===== config.mk =====
export PLATFORM = sky130hd
export DESIGN_NAME = cpu_board_display
export DESIGN_NICKNAME = d
export VERILOG_FILES = /design/src/rtl/cpu_board_display.sv
export SDC_FILE = /design/constraint.sdc
export NUM_CORES = 1
export LEC_CHECK = 0
export BUFFER_PORTS_ARGS = -buffer_cell sky130_fd_sc_hd__buf_2
export CAP_MARGIN = 0
export CORE_MARGIN = 2
export CORE_UTILIZATION = 40
export CTS_BUF_LIST = sky130_fd_sc_hd__clkbuf_16
export DETAILED_ROUTE_END_ITERATION = 10
export GPL_TIMING_DRIVEN = 0
export PLACE_DENSITY = 0.58
export SLEW_MARGIN = 10
export SYNTH_ARGS = -nofsm -noshare
export SYNTH_HDL_FRONTEND = slang
export SYNTH_SLANG_ARGS = --single-unit

===== constraint.sdc =====
create_clock -name CLK -period 2.3 [get_ports CLK]
set_input_delay 0.23 -clock CLK [delete_from_list [all_inputs] [get_ports CLK]]
set_output_delay 0.23 -clock CLK [all_outputs]
set_load 0.01 [all_outputs]

===== src/rtl/cpu_board_display.sv =====
// Board-side helper for the multi-cycle CPU. It scans one selected 16-bit debug word onto a
// 4-digit seven-segment display and turns a bouncing step button into single cpu_clk pulses.
module cpu_board_display #(
    parameter int unsigned SCAN_DIV        = 100000,
    parameter int unsigned DEBOUNCE_CYCLES = 1000000,
    parameter int unsigned PULSE_CYCLES    = 4
) (
    input  logic        CLK,
    input  logic        Reset,
    input  logic [1:0]  sel,
    input  logic        step_btn,
    input  logic [15:0] disp_word1,
    input  logic [15:0] disp_word2,
    input  logic [15:0] disp_word3,
    input  logic [15:0] disp_word4,
    output logic        cpu_clk,
    output logic [3:0]  an,
    output logic [7:0]  seg,
    output logic [15:0] step_count
);

    localparam int unsigned DbW  = (DEBOUNCE_CYCLES > 1) ? $clog2(DEBOUNCE_CYCLES) : 1;
    localparam int unsigned PcW  = (PULSE_CYCLES > 1) ? $clog2(PULSE_CYCLES) : 1;
    localparam int unsigned DivW = (SCAN_DIV > 1) ? $clog2(SCAN_DIV) : 1;

    localparam logic [DbW-1:0]  DbMax  = DbW'(DEBOUNCE_CYCLES - 1);
    localparam logic [PcW-1:0]  PcMax  = PcW'(PULSE_CYCLES - 1);
    localparam logic [DivW-1:0] DivMax = DivW'(SCAN_DIV - 1);

    typedef enum logic [1:0] {StIdle, StLow, StWaitRel} state_t;

    logic           s1_q, s2_q, stable_q;
    logic [DbW-1:0] db_cnt_q;

    state_t         state_q, state_d;
    logic [PcW-1:0] pulse_cnt_q, pulse_cnt_d;
    logic           count_inc;

    logic [DivW-1:0] div_cnt_q;
    logic [1:0]      digit_q;
    logic [15:0]     word_reg_q, word_sel;
    logic [3:0]      nibble;
    logic [7:0]      hex_seg;

    // Button synchronizer and debouncer
    always_ff @(posedge CLK) begin
        if (!Reset) begin
            s1_q     <= 1'b0;
            s2_q     <= 1'b0;
            stable_q <= 1'b0;
            db_cnt_q <= '0;
        end else begin
            s1_q <= step_btn;
            s2_q <= s1_q;
            if (s2_q == stable_q) begin
                db_cnt_q <= '0;
            end else if (db_cnt_q == DbMax) begin
                stable_q <= s2_q;
                db_cnt_q <= '0;
            end else begin
                db_cnt_q <= db_cnt_q + DbW'(1);
            end
        end
    end

    always_comb begin
        state_d     = state_q;
        pulse_cnt_d = pulse_cnt_q;
        count_inc   = 1'b0;
        unique case (state_q)
            StIdle: begin
                if (stable_q) begin
                    state_d     = StLow;
                    pulse_cnt_d = '0;
                    count_inc   = 1'b1;
                end
            end
            StLow: begin
                pulse_cnt_d = pulse_cnt_q + PcW'(1);
                if (pulse_cnt_q == PcMax) state_d = StWaitRel;
            end
            StWaitRel: begin
                if (!stable_q) state_d = StIdle;
            end
            default: state_d = StIdle;
        endcase
    end

    // cpu_clk is registered from the next state so the low phase lines up with StLow
    always_ff @(posedge CLK) begin
        if (!Reset) begin
            state_q     <= StIdle;
            pulse_cnt_q <= '0;
            cpu_clk     <= 1'b1;
            step_count  <= '0;
        end else begin
            state_q     <= state_d;
            pulse_cnt_q <= pulse_cnt_d;
            cpu_clk     <= (state_d != StLow);
            step_count  <= step_count + 16'(count_inc);
        end
    end

    always_comb begin
        word_sel = disp_word1;
        unique case (sel)
            2'd0: word_sel = disp_word1;
            2'd1: word_sel = disp_word2;
            2'd2: word_sel = disp_word3;
            2'd3: word_sel = disp_word4;
            default: word_sel = disp_word1;
        endcase
    end

    assign nibble = word_reg_q[{digit_q, 2'b00} +: 4];

    always_comb begin
        hex_seg = 8'hFF;
        unique case (nibble)
            4'h0: hex_seg = 8'hC0;
            4'h1: hex_seg = 8'hF9;
            4'h2: hex_seg = 8'hA4;
            4'h3: hex_seg = 8'hB0;
            4'h4: hex_seg = 8'h99;
            4'h5: hex_seg = 8'h92;
            4'h6: hex_seg = 8'h82;
            4'h7: hex_seg = 8'hF8;
            4'h8: hex_seg = 8'h80;
            4'h9: hex_seg = 8'h90;
            4'hA: hex_seg = 8'h88;
            4'hB: hex_seg = 8'h83;
            4'hC: hex_seg = 8'hC6;
            4'hD: hex_seg = 8'hA1;
            4'hE: hex_seg = 8'h86;
            4'hF: hex_seg = 8'h8E;
            default: hex_seg = 8'hFF;
        endcase
    end

    // Snapshot the word only at frame start so a frame never mixes two values
    always_ff @(posedge CLK) begin
        if (!Reset) begin
            div_cnt_q  <= '0;
            digit_q    <= '0;
            word_reg_q <= '0;
            an         <= 4'hF;
            seg        <= 8'hFF;
        end else begin
            if (div_cnt_q == DivMax) begin
                div_cnt_q <= '0;
                digit_q   <= digit_q + 2'd1;
            end else begin
                div_cnt_q <= div_cnt_q + DivW'(1);
            end
            if (digit_q == 2'd0 && div_cnt_q == '0) word_reg_q <= word_sel;
            an  <= ~(4'b0001 << digit_q);
            seg <= {digit_q != 2'd2, hex_seg[6:0]};
        end
    end

endmodule

# Word level (Yosys, flattened, before mapping)
# Memories as Yosys holds them, arrays and structs flattened. A register that Yosys moved wholly into a read port is not among the register bits.
# Index checks and enable logic that the tools add are counted.
word_totals:
  romBits: 112
  elab_cells: 56
  memories: 1
  ff_bits: 91
  inputBits: 69
  output_inout_bits: 29
classes:
  addsub: 5
  n_reduce_logical: 11
  shifts: 2
  n_eq_ne: 12
  muxes: 9
  bitwise: 3
memory_table:
  columns: ["memory", "depth", "width", "rd", "rd_clocked_by_memory_dff", "wr", "line_no", "source"]
  rows:
  - ["(name not given)", 16, 7, 1, 1, 0, "119", "unique case (nibble)"]
op_table:
  columns: ["op", "n"]
  rows:
  - ["16-bit one-hot mux with 4 select lines", 1]
  - ["20-bit by 1-bit adder with 20-bit output (second input constant)", 1]
  - ["20-bit equality test (second input constant)", 1]
  - ["17-bit by 1-bit adder with 17-bit output (second input constant)", 1]
  - ["17-bit equality test (second input constant)", 1]
  - ["17-bit zero test", 1]
  - ["16-bit by 1-bit adder with 16-bit output", 1]
  - ["16-bit by 5-bit indexed part select with 4-bit output", 1]
  - ["2-bit equality test (second input constant)", 4]
  - ["2-bit two-way mux", 4]
  - ["2-bit zero test", 3]
  - ["2-bit one-hot mux with 3 select lines", 1]
  - ["2-bit by 1-bit adder with 2-bit output (second input constant)", 2]
  - ["2-bit by 1-bit equality test with 1-bit output (second input constant)", 2]
  - ["2-bit != test (second input constant)", 2]
  - ["4-bit inverter", 1]
  - ["2-bit one-hot mux with 2 select lines", 1]
  - ["2-bit AND reduction", 2]
  - ["1-bit by 2-bit << shifter with 4-bit output (first input constant)", 1]
  - ["3-bit OR reduction", 1]
  - ["1-bit two-way mux", 2]
  - ["2-bit by 1-bit != test with 1-bit output (second input constant)", 1]
  - ["1-bit inverter", 2]
  - ["2-bit nonzero test", 1]
  - ["4 further kinds", 4]

# Longest topological paths before layout
logic_depth:
  ltp_word: 4
  depth_mapped: 8
  mapped_depth_nobuf: 7

# Worst setup path after synthesis
# Ideal clock, no wire load.
synth_path:
  kind: "flip-flop to flip-flop"
  from: "register digit_q[0]"
  to: "register seg[3]"
  synth_period_minus_slack_ps: 1863
  arrival_time_ps: 1743
  n_path_buf: 1
  stages_incl_launch_ff: 6
  required_time_ps: 2180
  setup_time_ps: 120
  path_slack_ps: 437
  path_cell_list: "dfxtp_1 -> buf_6 -> mux4_2 -> ha_1 -> mux2_2 -> o31a_1"
synth_via:
  elab_chain_len: 1
synth_lines:
  columns: ["item", "line_no", "source"]
  rows:
  - ["start: declaration", "40", "logic [1:0] digit_q;"]
  - ["start signal: assignment", "151", "digit_q <= digit_q + 2'd1;"]
  - ["16-bit by 5-bit indexed part select with 4-bit output", "115", "assign nibble = word_reg_q[{digit_q, 2'b00} +: 4];"]
  - ["end: declaration", "18", "output logic [7:0] seg,"]
# No other way between the ends.
# A chain may end at the register's enable or synchronous reset.

# Worst setup path after layout
# Ends and elaborated chain as after synthesis.

==> impl_metrics.yaml <==
sta:
  setup_tns_ps: 0
  rsz0062_at_grt: "false"
  tightest_slew_ps: 554
  min_period_ps: 1990
  hold_viol: 0
  fmax_mhz: 501
  setup_viol: 0
  max_slew_margin_pct: 62.8
  layout_setup_ws_ps: 306
  finalMaxSlewViolations: 0
  period_share_pct: 86.7
  fin_worst_skew_ps: 9.41
yosys:
  synth_fa_ha_area_share_pct: 4.55
  synth_xor_area_share_pct: 6.77
  synth_ff_type: "dfxtp_1"
  syn-cell-area_um2: 4400
  synthTopCellsByArea: "dfxtp_1 (41%), mux4_2 (10%), xor2_1 (5.4%), ha_1 (4.5%), a21oi_1 (4.1%)"
  synthMuxAreaShare_pct: 11.0
  ys_types: 47
  syn-num-nets: 553
  ys_seq_area_share_pct: 40.9
  synth_top_area_cell: "dfxtp_1"
  synth-edff-count: 0
  synth_top_family_by_area: "simple AND/OR/NAND/NOR gates"
  synth_top_area_share_pct: 40.9
  synthSimpleGateAreaFrac_pct: 21.0
  ys_async_sr_fraction_pct: 0
  synth_compound_area_share_pct: 11.1
  synth.cells.most_frequent: "dfxtp_1 (90), nor2_1 (45), a21oi_1 (36)"
  ys_ff_latch: 90
  yosysWarnings: 0
  synth.most_common_cell: "dfxtp_1"
  netlist_instances: 468
  synth.avg_cell_area_um2: 9.41
global_routing:
  antenna_found_initial: 0
  grt_pass1_wl_um: 15800
  grt_max_degree: 17
  grt_overflow_total: 0
  track_usage_pct: 16.7
  grt_pass1_vias: 3482
route:
  drt_iter0_markers: 257
  wl_per_cell_um: 12.9
  drc: 0
  avgViaCountPerCell: 5.16
  drtPass1Iterations: 4
  ant_nets: 0
  vias: 3710
  routed_wirelength_um: 9300
clock_tree:
  clock_latency_ps: 340
  cts_buffers: 9
  cts_root_buf: "clkbuf_16"
  cts_resized: 0
  clock_path_buffers: 2
  cts_sinks: 90
  post-cts-setup-buffer-count: 0
  cts_max_level: 3
  cts_tree: "yes"
  cts-hold-fix-buffers: 0
  clk_pin_slew_ps: 70
floorplanning:
  start_util_pct: 40.8
  coreArea_um2: 10800
  dieArea_um2: 11900
  die_x_um: 109
  io_pins: 98
  row_count: 38
  die_y_um: 109
job:
  cap_violations: 0
place:
  place_ws_ps: 295
  dpl.hpwl_um: 7190
  portBuffers: 95
  place_congestion: 0.781
  dpl_cell_area_um2: 5050
power_and_ir_drop:
  switching_power_uw: 832
  intPower_mw: 2.75
  pwr-share-comb_pct: 10.0
  p_clk_share_pct: 44.4
  power_density_nw_per_um2: 666
  power_mw: 3.58
  p_leak_nw: 2.12
  switching_share_pct: 23.2
  ir_drop_v: 0.000311
  seq_power_share_pct: 45.6
finish:
  fin_area_um2: 5380
  diodes: 0
  num-fill-cells: 999
  layout.nets: 659
  drive_gt1_share_pct: 26.8
  final_util_pct: 49.8
  syn_to_final_growth_pct: 22.2
worst_hold_path:
  holdPathStages: 2
  whs_endpoint: "s1_q"
  worst_hold_path_type: "in2reg"
  min_from: "step_btn"
critical_path:
  reg2reg_depth: 5
  worstSetupStartpointType: "flip-flop"
  cp_slowest_cell: "mux4_2"
  r2r-end: "seg[3]"
  endpoint_kind: "flip-flop"
  r2r_start: "digit_q[0]"
  worst-path-buf-inv: 1
  rrSetupSlack_ps: 310
  max_stage_delay_ps: 580
  worstSetupPathType: "reg2reg"
  critPathMaxFanout: 6
  arrival_ps: 2230
  required_ps: 2530
  path_delay_family: "multiplexers"
  crit_chain: "buf_6 > mux4_2 > ha_1 > mux2_2 > o31a_1"
outcome:
  status: "finished clean"
## worst max path at each step
stage                from             end  cells after the start
3_5_place_dp   digit_q[0]          seg[3]                      5
5_1_grt        state_q[1]  step_count[14]                      8
2_1_floorplan  digit_q[0]          seg[3]                      5
4_1_cts        digit_q[0]          seg[3]                      5
6_report       digit_q[0]          seg[3]                      5
3_3_place_gp   digit_q[0]          seg[3]                      5
## cell usage in the layout, fill, tap and decap left out, types with 3 or more instances in the layout
| cell type | instances |
|---|---|
| and3_1 | 8 |
| or3_1 | 10 |
| nand4_1 | 16 |
| buf_4 | 3 |
| nand3_1 | 33 |
| clkbuf_16 | 9 |
| or4_1 | 5 |
| ha_1 | 16 |
| o21ai_0 | 30 |
| mux4_2 | 20 |
| xor2_1 | 27 |
| xnor2_1 | 7 |
| dfxtp_1 | 90 |
| o31ai_1 | 6 |
| and2_1 | 7 |
| a21oi_1 | 36 |
| buf_2 | 106 |
| and4_1 | 8 |
| clkbuf_1 | 10 |
| o211ai_1 | 4 |
| inv_1 | 18 |
| nand2_1 | 25 |
| nor2_1 | 45 |
## logic make-up after synthesis
| logic type | Yosys count |
|---|---|
| AOI/OAI and AO/OA | 87 |
| xor gates and xnor gates | 34 |
| muxes | 23 |
| DFF | 90 |
| and+or+nand+nor | 172 |
| adders and majority gates | 16 |
| buffers and inverters | 46 |
## state kept, by name (all words and copies together), names as in the netlist
register / count
an: 4
cpu_clk: 1
db_cnt_q: 20
digit_q: 2
div_cnt_q: 17
pulse_cnt_q: 2
s1_q: 1
s2_q: 1
seg: 7
stable_q: 1
state_q: 2
step_count: 16
word_reg_q: 16
## power groups by stage
stage	Sequential [mW]	Combinational (mW)	Clock, mW
2_1_floorplan	1.67	0.228	0
3_3_place_gp	1.67	0.354	0
3_5_place_dp	1.67	0.359	0
4_1_cts	1.64	0.361	1.62
5_1_grt	1.64	0.401	1.70
6_report	1.64	0.357	1.59
## worst reg2reg max path, stage by stage, from the launching register on
cell,delay [ps]
dfxtp_1,370
buf_6,150
mux4_2,580
ha_1,270
mux2_2,270
o31a_1,240
## stage by stage
stage | hold WS (ps) | instances
floorplan | 352 | 468
global placement | 416 | 703
detailed placement | 419 | 703
CTS | 116 | 719
global route | 104 | 719
finish | 113 | 719
## layout make-up
| cell class | instances | area (µm²) | area share (%) |
|---|---|---|---|
| Multi-Input combinational cell | 332 | 2390 | 44.5 |
| Clock buffer | 9 | 225 | 4.19 |
| Timing Repair Buffer | 95 | 475 | 8.84 |
| Tap cell | 140 | 175 | 3.26 |
| Buffer | 28 | 139 | 2.58 |
| Inverter | 18 | 67.6 | 1.26 |
| Clock inverter | 7 | 101 | 1.88 |
| Sequential cell | 90 | 1800 | 33.5 |
## metal layers
metal,share of wire (%),up-vias,GRT usage [%]
met5,0,-,0
met4,1.6,0,5.77
met3,5.5,11,3.89
met2,45,113,27.2
met1,48,1681,21.8
li1,-,1905,-
Note: power is estimated with default switching activity, not from simulation.
